File: src/rtl/calc_sequencer.sv
// Calculator control sequencer: gathers decimal operands and the sign key,
// latches the operator, runs the ALU through a start/done handshake and
// supports operator chaining. Drives the signed display value and flags.
module calc_sequencer #(
    parameter int WIDTH      = 16,
    parameter int MAX_DIGITS = 4
) (
    input  logic             clk,
    input  logic             reset,
    input  logic             dig_strobe,
    input  logic             reset_strobe,
    input  logic             ex_strobe,
    input  logic             op_strobe,
    input  logic             sub_strobe,
    input  logic [3:0]       dig_code,
    input  logic [1:0]       op_code,
    output logic [WIDTH-1:0] alu_a,
    output logic [WIDTH-1:0] alu_b,
    output logic [1:0]       alu_op,
    output logic             alu_start,
    input  logic             alu_done,
    input  logic [WIDTH-1:0] alu_result,
    input  logic             alu_error,
    output logic [WIDTH-1:0] display_value,
    output logic             busy,
    output logic             error
);

    localparam int CW = $clog2(MAX_DIGITS + 1);

    typedef enum logic [2:0] {
        ENTER_A     = 3'd0,
        OP_WAIT     = 3'd1,
        ENTER_B     = 3'd2,
        EXEC        = 3'd3,
        SHOW_RESULT = 3'd4,
        ERROR       = 3'd5
    } state_t;

    state_t           state_q, state_d;
    logic [WIDTH-1:0] mag_a_q, mag_a_d, mag_b_q, mag_b_d;
    logic [CW-1:0]    cnt_q, cnt_d;
    logic             neg_a_q, neg_a_d, neg_b_q, neg_b_d;
    logic [1:0]       op_q, op_d, pend_q, pend_d;
    logic             chain_q, chain_d;
    logic [WIDTH-1:0] alu_a_q, alu_a_d, alu_b_q, alu_b_d;
    logic             start_q, start_d;
    logic [WIDTH-1:0] disp_q, disp_d;
    logic             busy_q, busy_d, error_q, error_d;

    function automatic logic [WIDTH-1:0] signed_val(input logic [WIDTH-1:0] mag, input logic neg);
        return neg ? -mag : mag;
    endfunction

    function automatic logic [WIDTH-1:0] push_digit(input logic [WIDTH-1:0] mag, input logic [3:0] d);
        return (mag * WIDTH'(10)) + WIDTH'(d);
    endfunction

    // Next-state logic for the sequencer and all registered outputs.
    always_comb begin
        // NOTE: every _d gets a default first, so no path leaves one unassigned and no latch is inferred.
        state_d = state_q;
        mag_a_d = mag_a_q;
        mag_b_d = mag_b_q;
        cnt_d   = cnt_q;
        neg_a_d = neg_a_q;
        neg_b_d = neg_b_q;
        op_d    = op_q;
        pend_d  = pend_q;
        chain_d = chain_q;
        alu_a_d = alu_a_q;
        alu_b_d = alu_b_q;
        start_d = 1'b0;

        if (reset_strobe) begin
            state_d = ENTER_A;
            mag_a_d = '0;
            mag_b_d = '0;
            cnt_d   = '0;
            neg_a_d = 1'b0;
            neg_b_d = 1'b0;
            op_d    = '0;
            pend_d  = '0;
            chain_d = 1'b0;
            alu_a_d = '0;
            alu_b_d = '0;
        end else begin
            unique case (state_q)
                ENTER_A: begin
                    if (ex_strobe) begin
                        // equals has nothing to act on yet
                    end else if (op_strobe) begin
                        if (sub_strobe && cnt_q == '0) begin
                            neg_a_d = ~neg_a_q;
                        end else if (cnt_q != '0) begin
                            op_d    = op_code;
                            mag_b_d = '0;
                            neg_b_d = 1'b0;
                            cnt_d   = '0;
                            state_d = OP_WAIT;
                        end
                    end else if (dig_strobe && cnt_q < CW'(MAX_DIGITS)) begin
                        mag_a_d = push_digit(mag_a_q, dig_code);
                        cnt_d   = cnt_q + CW'(1);
                    end
                end
                OP_WAIT: begin
                    if (ex_strobe) begin
                        // no B operand yet
                    end else if (op_strobe) begin
                        if (sub_strobe) neg_b_d = ~neg_b_q;
                        else            op_d    = op_code;
                    end else if (dig_strobe) begin
                        mag_b_d = WIDTH'(dig_code);
                        cnt_d   = CW'(1);
                        state_d = ENTER_B;
                    end
                end
                ENTER_B: begin
                    if (ex_strobe || op_strobe) begin
                        chain_d = !ex_strobe;
                        if (!ex_strobe) pend_d = op_code;
                        alu_a_d = signed_val(mag_a_q, neg_a_q);
                        alu_b_d = signed_val(mag_b_q, neg_b_q);
                        start_d = 1'b1;
                        state_d = EXEC;
                    end else if (dig_strobe && cnt_q < CW'(MAX_DIGITS)) begin
                        mag_b_d = push_digit(mag_b_q, dig_code);
                        cnt_d   = cnt_q + CW'(1);
                    end
                end
                EXEC: begin
                    if (alu_done) begin
                        if (alu_error) begin
                            state_d = ERROR;
                        end else begin
                            mag_a_d = alu_result;
                            neg_a_d = 1'b0;
                            mag_b_d = '0;
                            neg_b_d = 1'b0;
                            cnt_d   = '0;
                            if (chain_q) begin
                                op_d    = pend_q;
                                state_d = OP_WAIT;
                            end else begin
                                state_d = SHOW_RESULT;
                            end
                        end
                    end
                end
                SHOW_RESULT: begin
                    if (ex_strobe) begin
                        // result already shown
                    end else if (op_strobe) begin
                        op_d    = op_code;
                        mag_b_d = '0;
                        neg_b_d = 1'b0;
                        cnt_d   = '0;
                        state_d = OP_WAIT;
                    end else if (dig_strobe) begin
                        mag_a_d = WIDTH'(dig_code);
                        neg_a_d = 1'b0;
                        cnt_d   = CW'(1);
                        state_d = ENTER_A;
                    end
                end
                ERROR: begin
                    // only the clear key leaves this state
                end
                default: state_d = ENTER_A;
            endcase
        end

        unique case (state_d)
            ENTER_A, OP_WAIT, SHOW_RESULT: disp_d = signed_val(mag_a_d, neg_a_d);
            ENTER_B, EXEC:                 disp_d = signed_val(mag_b_d, neg_b_d);
            default:                       disp_d = '0;
        endcase
        busy_d  = (state_d == EXEC);
        error_d = (state_d == ERROR);
    end

    // State and output registers with asynchronous clear.
    always_ff @(posedge clk or posedge reset) begin
        // NOTE: non-blocking assignments so every register samples pre-edge values.
        if (reset) begin
            state_q <= ENTER_A;
            mag_a_q <= '0;
            mag_b_q <= '0;
            cnt_q   <= '0;
            neg_a_q <= 1'b0;
            neg_b_q <= 1'b0;
            op_q    <= '0;
            pend_q  <= '0;
            chain_q <= 1'b0;
            alu_a_q <= '0;
            alu_b_q <= '0;
            start_q <= 1'b0;
            disp_q  <= '0;
            busy_q  <= 1'b0;
            error_q <= 1'b0;
        end else begin
            state_q <= state_d;
            mag_a_q <= mag_a_d;
            mag_b_q <= mag_b_d;
            cnt_q   <= cnt_d;
            neg_a_q <= neg_a_d;
            neg_b_q <= neg_b_d;
            op_q    <= op_d;
            pend_q  <= pend_d;
            chain_q <= chain_d;
            alu_a_q <= alu_a_d;
            alu_b_q <= alu_b_d;
            start_q <= start_d;
            disp_q  <= disp_d;
            busy_q  <= busy_d;
            error_q <= error_d;
        end
    end

    assign alu_a         = alu_a_q;
    assign alu_b         = alu_b_q;
    assign alu_op        = op_q;
    assign alu_start     = start_q;
    assign display_value = disp_q;
    assign busy          = busy_q;
    assign error         = error_q;

endmodule

File: config.mk
export PLATFORM = sky130hd
export DESIGN_NAME = calc_sequencer
export DESIGN_NICKNAME = d
export VERILOG_FILES = /design/src/rtl/calc_sequencer.sv
export SDC_FILE = /design/constraint.sdc
export NUM_CORES = 1
export LEC_CHECK = 0
export CAP_MARGIN = 30
export CORE_UTILIZATION = 50
export CTS_CLUSTER_SIZE = 40
export DETAILED_ROUTE_END_ITERATION = 10
export PLACE_DENSITY = 0.71
export SKIP_LAST_GASP = 1
export SYNTH_ARGS = -nofsm -noshare
export SYNTH_HDL_FRONTEND = slang
export SYNTH_SLANG_ARGS = --single-unit
File: constraint.sdc
create_clock -name clk -period 12.19 [get_ports clk]
set_input_delay 3.0475 -clock clk [delete_from_list [all_inputs] [get_ports clk]]
set_output_delay 3.0475 -clock clk [all_outputs]
set_load 0.03 [all_outputs]
# Word-level counts from Yosys, hierarchy flattened
# Cells that the tools add are included.
# word_totals
ff_bits,96
inputBits,31
# op_classes
eq_ne,27
n_bitwise,2
magnitude_cmp,1
n_mul,2
reduce_logical,18
mux,114
add_sub_neg,7
# ops
op,n
$mux 16,33
$mux 3,29
$pmux 16 s5,1
$neg 16->16,4
$pmux 16 s3,1
$ne 3x3->1 const B,14
$mux 2,17
$add 16x4->16,2
$mul 16x3->15 const B,2
$pmux 16 s2,1
$mux 1,27
$pmux 3 s6,1
$pmux 3 s5,1
$reduce_and 13->1,1
$eq 3x2->1 const B,4
$eq 3x3->1 const B,4
$reduce_and 10->1,1
$logic_not 3->1,3
$ne 4x4->1 const B,2
$pmux 2 s4,1
$eq 3x1->1 const B,2
$reduce_bool 6->1,1
$reduce_bool 5->1,1
$pmux 1 s4,1
14 further kinds,17

# Logic depth before layout (Yosys ltp)
# depth
word_depth,10
depth_mapped,16
mapped_depth_nobuf,13

# Worst setup path before layout
# OpenSTA, ideal clock, no wires.
# synth_path
path_type,input port to flip-flop
start,in dig_code[1]
end,"reg disp_q[15], in the netlist display_value[15]"
path_stages,11
arrival_time_ns,5.560
setup_time_ns,0.138
setup_slack_ns,6.492
cell_sequence,ha_1 > fa_1 > xnor2_1 > o32ai_1 > o21ai_0 > nor2_1 > a211o_1 > or4_4 > o41a_1 > xnor2_1 > o22ai_1
# synth_between
elab_chain_cells,9
word_cells_on_any_way,22
classes_between,add/sub (4); mux (18)
# synth_lines
item,line_no,text
from (decl),15,"input logic [3:0] dig_code,"
$add 16x4->16,56,return (mag * WIDTH'(10)) + WIDTH'(d);
$mux 16,102,end else if (dig_strobe && cnt_q < CW'(MAX_DIGITS)) begin
$mux 16,92,end else if (op_strobe) begin
$mux 16,90,if (ex_strobe) begin
$pmux 16 s3,88,unique case (state_q)
$mux 16,75,if (reset_strobe) begin
$neg 16->16,52,return neg ? -mag : mag;
$mux 16,52,
$pmux 16 s2 *,174,unique case (state_d)
named net disp_d[15],48,"logic [WIDTH-1:0] disp_q, disp_d;"
to (signal assigned),215,disp_q <= disp_d;
to (decl),48,
# The timed path passes the listed nets; every way through them passes the cells marked *.
# A chain may end at the register's enable or synchronous reset.

# Worst setup path in the final report
# layout_path
start,in op_strobe
end,"reg disp_q[15], in the netlist display_value[15]"
# layout_between
elab_chain_cells,7
word_cells_on_any_way,51
classes_between,add/sub (2); eq/ne (4); mux (41); reduce/logical (4)
# layout_lines
item,line_no,text
from (decl),13,"input logic op_strobe,"
"$mux 16, or another cell as far along",154,end else if (op_strobe) begin
"$mux 16, or another cell as far along",152,if (ex_strobe) begin
"$pmux 16 s5, or another cell as far along",88,
$mux 16 / $mux 3 (equally long branches),75,
"$neg 16->16, or another cell as far along",52,
"$mux 16, or another cell as far along",52,
$pmux 16 s2 *,174,
named net disp_d[15],48,
# Marks and branches as above.

==> impl_metrics.json <==
{
  "status": "finished, final reports clean",
  "end_kind": "flop",
  "cp-start-kind": "input port",
  "grt_pass1_wl_um": 34800,
  "pwr-share-clk_pct": 42.5,
  "grt_pass1_vias": 6681,
  "relSlewSlack_pct": 32.8,
  "vias": 7167,
  "yosysSeqAreaShare_pct": 30.6,
  "synth_fp_nets": 1011,
  "io_pins": 84,
  "cts_tree": "built",
  "ys_async_sr_fraction_pct": 100,
  "h-tree-depth": 3,
  "worstMarginPinSlew_ps": 1000,
  "p_seq_share_pct": 44.0,
  "diodes": 0,
  "place_ws_ps": 5510,
  "gp_congestion": 0.883,
  "syn_avg_cell_area_um2": 8.54,
  "synth-edff-count": 0,
  "die_h_um": 127,
  "gr-usage-met1_pct": 40.1,
  "num_rows": 45,
  "wire_per_inst_um": 18.2,
  "clkLatencyLatePin_ps": 350,
  "start_util_pct": 51.4,
  "most-common-layout-cells": "105 x nand2_1, 96 x dfrtp_1, 87 x o21ai_0, 83 x clkdlybuf4s50_1, 68 x nor2_1",
  "swShare_pct": 26.8,
  "grt_util_met2_pct": 41.4,
  "power.density_nw_per_um2": 82.0,
  "hpwlAfterDp_um": 16200,
  "grt_max_degree": 50,
  "numCtsBuffers": 9,
  "holdBufCountCts": 0,
  "die_width_um": 127,
  "finalSetupViolCount": 0,
  "drv_slew": 0,
  "path_max_fanout": 15,
  "hold_viol_final": 0,
  "drt-total-wl_um": 21600,
  "overflow": 0,
  "postRouteAntennaNets": 0,
  "switchingPower_mw": 0.201,
  "synth_area_um2": 7840,
  "p_leak_nw": 4.12,
  "busiest_layer": "met2",
  "antenna_found_initial": 0,
  "synth-main-ff-cell": "dfrtp_1",
  "area_growth_pct": 16.5,
  "first_iter_violations": 754,
  "setup_ws_ps": 5810,
  "cts_resized": 0,
  "cts.sinks": 96,
  "synth_seq_cells": 96,
  "synthCells": 918,
  "r2r-start": "mag_a_q[3]$_DFF_PP0_",
  "worst_ep_arrival_time_ps": 6580,
  "comb_power_share_pct": 13.5,
  "clockBufferDepth": 2,
  "fin_worst_skew_ps": 8.52,
  "worstPathRequired_ps": 12390,
  "io_buffers": 83,
  "placed_area_um2": 8800,
  "startpoint": "op_strobe",
  "final.min_clock_period_ps": 6380,
  "max_cap_viol_count": 0,
  "drt_pass1_iterations": 8,
  "final_common_cell": "nand2_1",
  "holdCritPathClass": "reg -> reg",
  "grt_setup_unrepaired": "false",
  "grt_usage_pct": 27.5,
  "path_clk_slew_ps": 70,
  "ir_drop_mv": 0.0663,
  "hold_path.startpoint": "alu_b[10]$_DFFE_PP0P_",
  "r2r_slack_ps": 7680,
  "fin_nets": 1066,
  "fin_tns_setup_ps": 0,
  "drive_gt1_share_pct": 5.62,
  "core_area_um2": 15300,
  "max_freq_mhz": 157,
  "dieArea_um2": 16200,
  "intPower_mw": 0.549,
  "cts_setup_buffers": 0,
  "fin_area_um2": 9130,
  "yosysUniqueCellTypes": 87,
  "crit_type": "in -> reg",
  "ys_warn_count": 0,
  "timing.final.crit_share_pct": 52.3,
  "root_buffer": "clkbuf_16",
  "vias_per_cell": 6.03,
  "drc": 0,
  "gr-usage-met3_pct": 4.90
}
## per-stage QoR
step / total power, mW / instances / utilization, % / hold slack [ps]
3_3_place_gp: 0.434 / 1171 / 57.5 / 461
3_5_place_dp: 0.435 / 1173 / 57.7 / 470
2_1_floorplan: 0.401 / 918 / - / 490
5_1_grt: 0.777 / 1189 / 59.9 / 508
6_report: 0.749 / 1189 / 59.9 / 477
4_1_cts: 0.753 / 1189 / 59.9 / 486
## power groups by stage
stage / Sequential, mW / Clock (mW) / Combinational [mW]
finish: 0.330 / 0.319 / 0.101
floorplan: 0.338 / 0 / 0.0633
detailed placement: 0.335 / 0 / 0.0994
global route: 0.330 / 0.337 / 0.110
global placement: 0.336 / 0 / 0.0986
CTS: 0.329 / 0.323 / 0.100
## worst max-delay path: stages
cell and delay [ps]:
clkdlybuf4s50_1 590, or3b_4 570, o21ai_1 150, o2111ai_1 120, or2_1 420, a31oi_1 400, nand2_1 160, or4_4 470
o41a_1 400, xnor2_1 140, o22ai_1 100
## cell families after synthesis
kind of cell             count (synthesis)  synth area share [%]
buffers and inverters                   79                  4.16
XOR/XNOR                                87                  10.1
AO/OA/AOI/OAI                          280                  24.3
multiplexers                             8                  1.05
flip-flops                              96                  30.6
AND/OR/NAND/NOR                        306                  19.5
adder cells (fa/ha/maj)                 62                  10.3
## area by class of cell
| class | instances | area (µm²) |
|---|---|---|
| Fill cell | 1376 | 6120 |
| Inverter | 33 | 126 |
| Clock buffer | 10 | 239 |
| Sequential cell | 96 | 2400 |
| Tap cell | 211 | 264 |
| Multi-Input combinational cell | 743 | 5110 |
| Clock inverter | 6 | 91.3 |
| Timing Repair Buffer | 90 | 898 |
## Yosys cell counts, types with 8 or more instances
cell type | count | area (µm²)
or2_2 | 9 | 56.3
a21o_1 | 8 | 60.1
o22ai_1 | 14 | 87.6
ha_1 | 58 | 726
o211ai_1 | 9 | 67.6
a22o_1 | 8 | 70.1
a22oi_1 | 13 | 97.6
nand2_1 | 105 | 394
nor3_1 | 15 | 75.1
nand3_1 | 19 | 95.1
a31oi_1 | 8 | 50.1
and3_1 | 8 | 50.1
xor2_1 | 56 | 490
clkbuf_1 | 35 | 131
a21oi_1 | 42 | 210
nand4_1 | 8 | 50.1
nand2b_1 | 13 | 81.3
o31ai_1 | 10 | 75.1
nor2b_1 | 9 | 56.3
dfrtp_1 | 96 | 2400
xnor2_1 | 29 | 254
inv_1 | 33 | 124
nor2_1 | 68 | 255
a211oi_1 | 13 | 97.6
o21ai_0 | 87 | 435
nor3b_1 | 8 | 60.1
## layer usage
metal	wire, µm	vias up
met1	10200	3382
li1	-	3481
met3	1650	31
met2	9370	273
met5	0	-
met4	409	0
## flip-flops by register name, summed over array words and instances (netlist names)
| register | count |
|---|---|
| alu_a | 16 |
| neg_a_q | 1 |
| alu_b | 16 |
| neg_b_q | 1 |
| display_value | 16 |
| error | 1 |
| alu_start | 1 |
| chain_q | 1 |
| alu_op | 2 |
| pend_q | 2 |
| busy | 1 |
| mag_b_q | 16 |
| mag_a_q | 16 |
| cnt_q | 3 |
| state_q | 3 |
## path summary, 6_finish.rpt
| kind | to | cells after the start |
|---|---|---|
| worst max register to register | display_value[15]$_DFF_PP0_ | 13 |
| worst max-delay path | display_value[15]$_DFF_PP0_ | 11 |
| min in group asynchronous | alu_b[12]$_DFFE_PP0P_ | 2 |
| worst min register to register | alu_b[10]$_DFFE_PP0P_ | 2 |
| worst min-delay path | alu_b[10]$_DFFE_PP0P_ | 2 |
| max in group asynchronous | mag_b_q[13]$_DFF_PP0_ | 3 |
(Power assumes the default switching activity.)
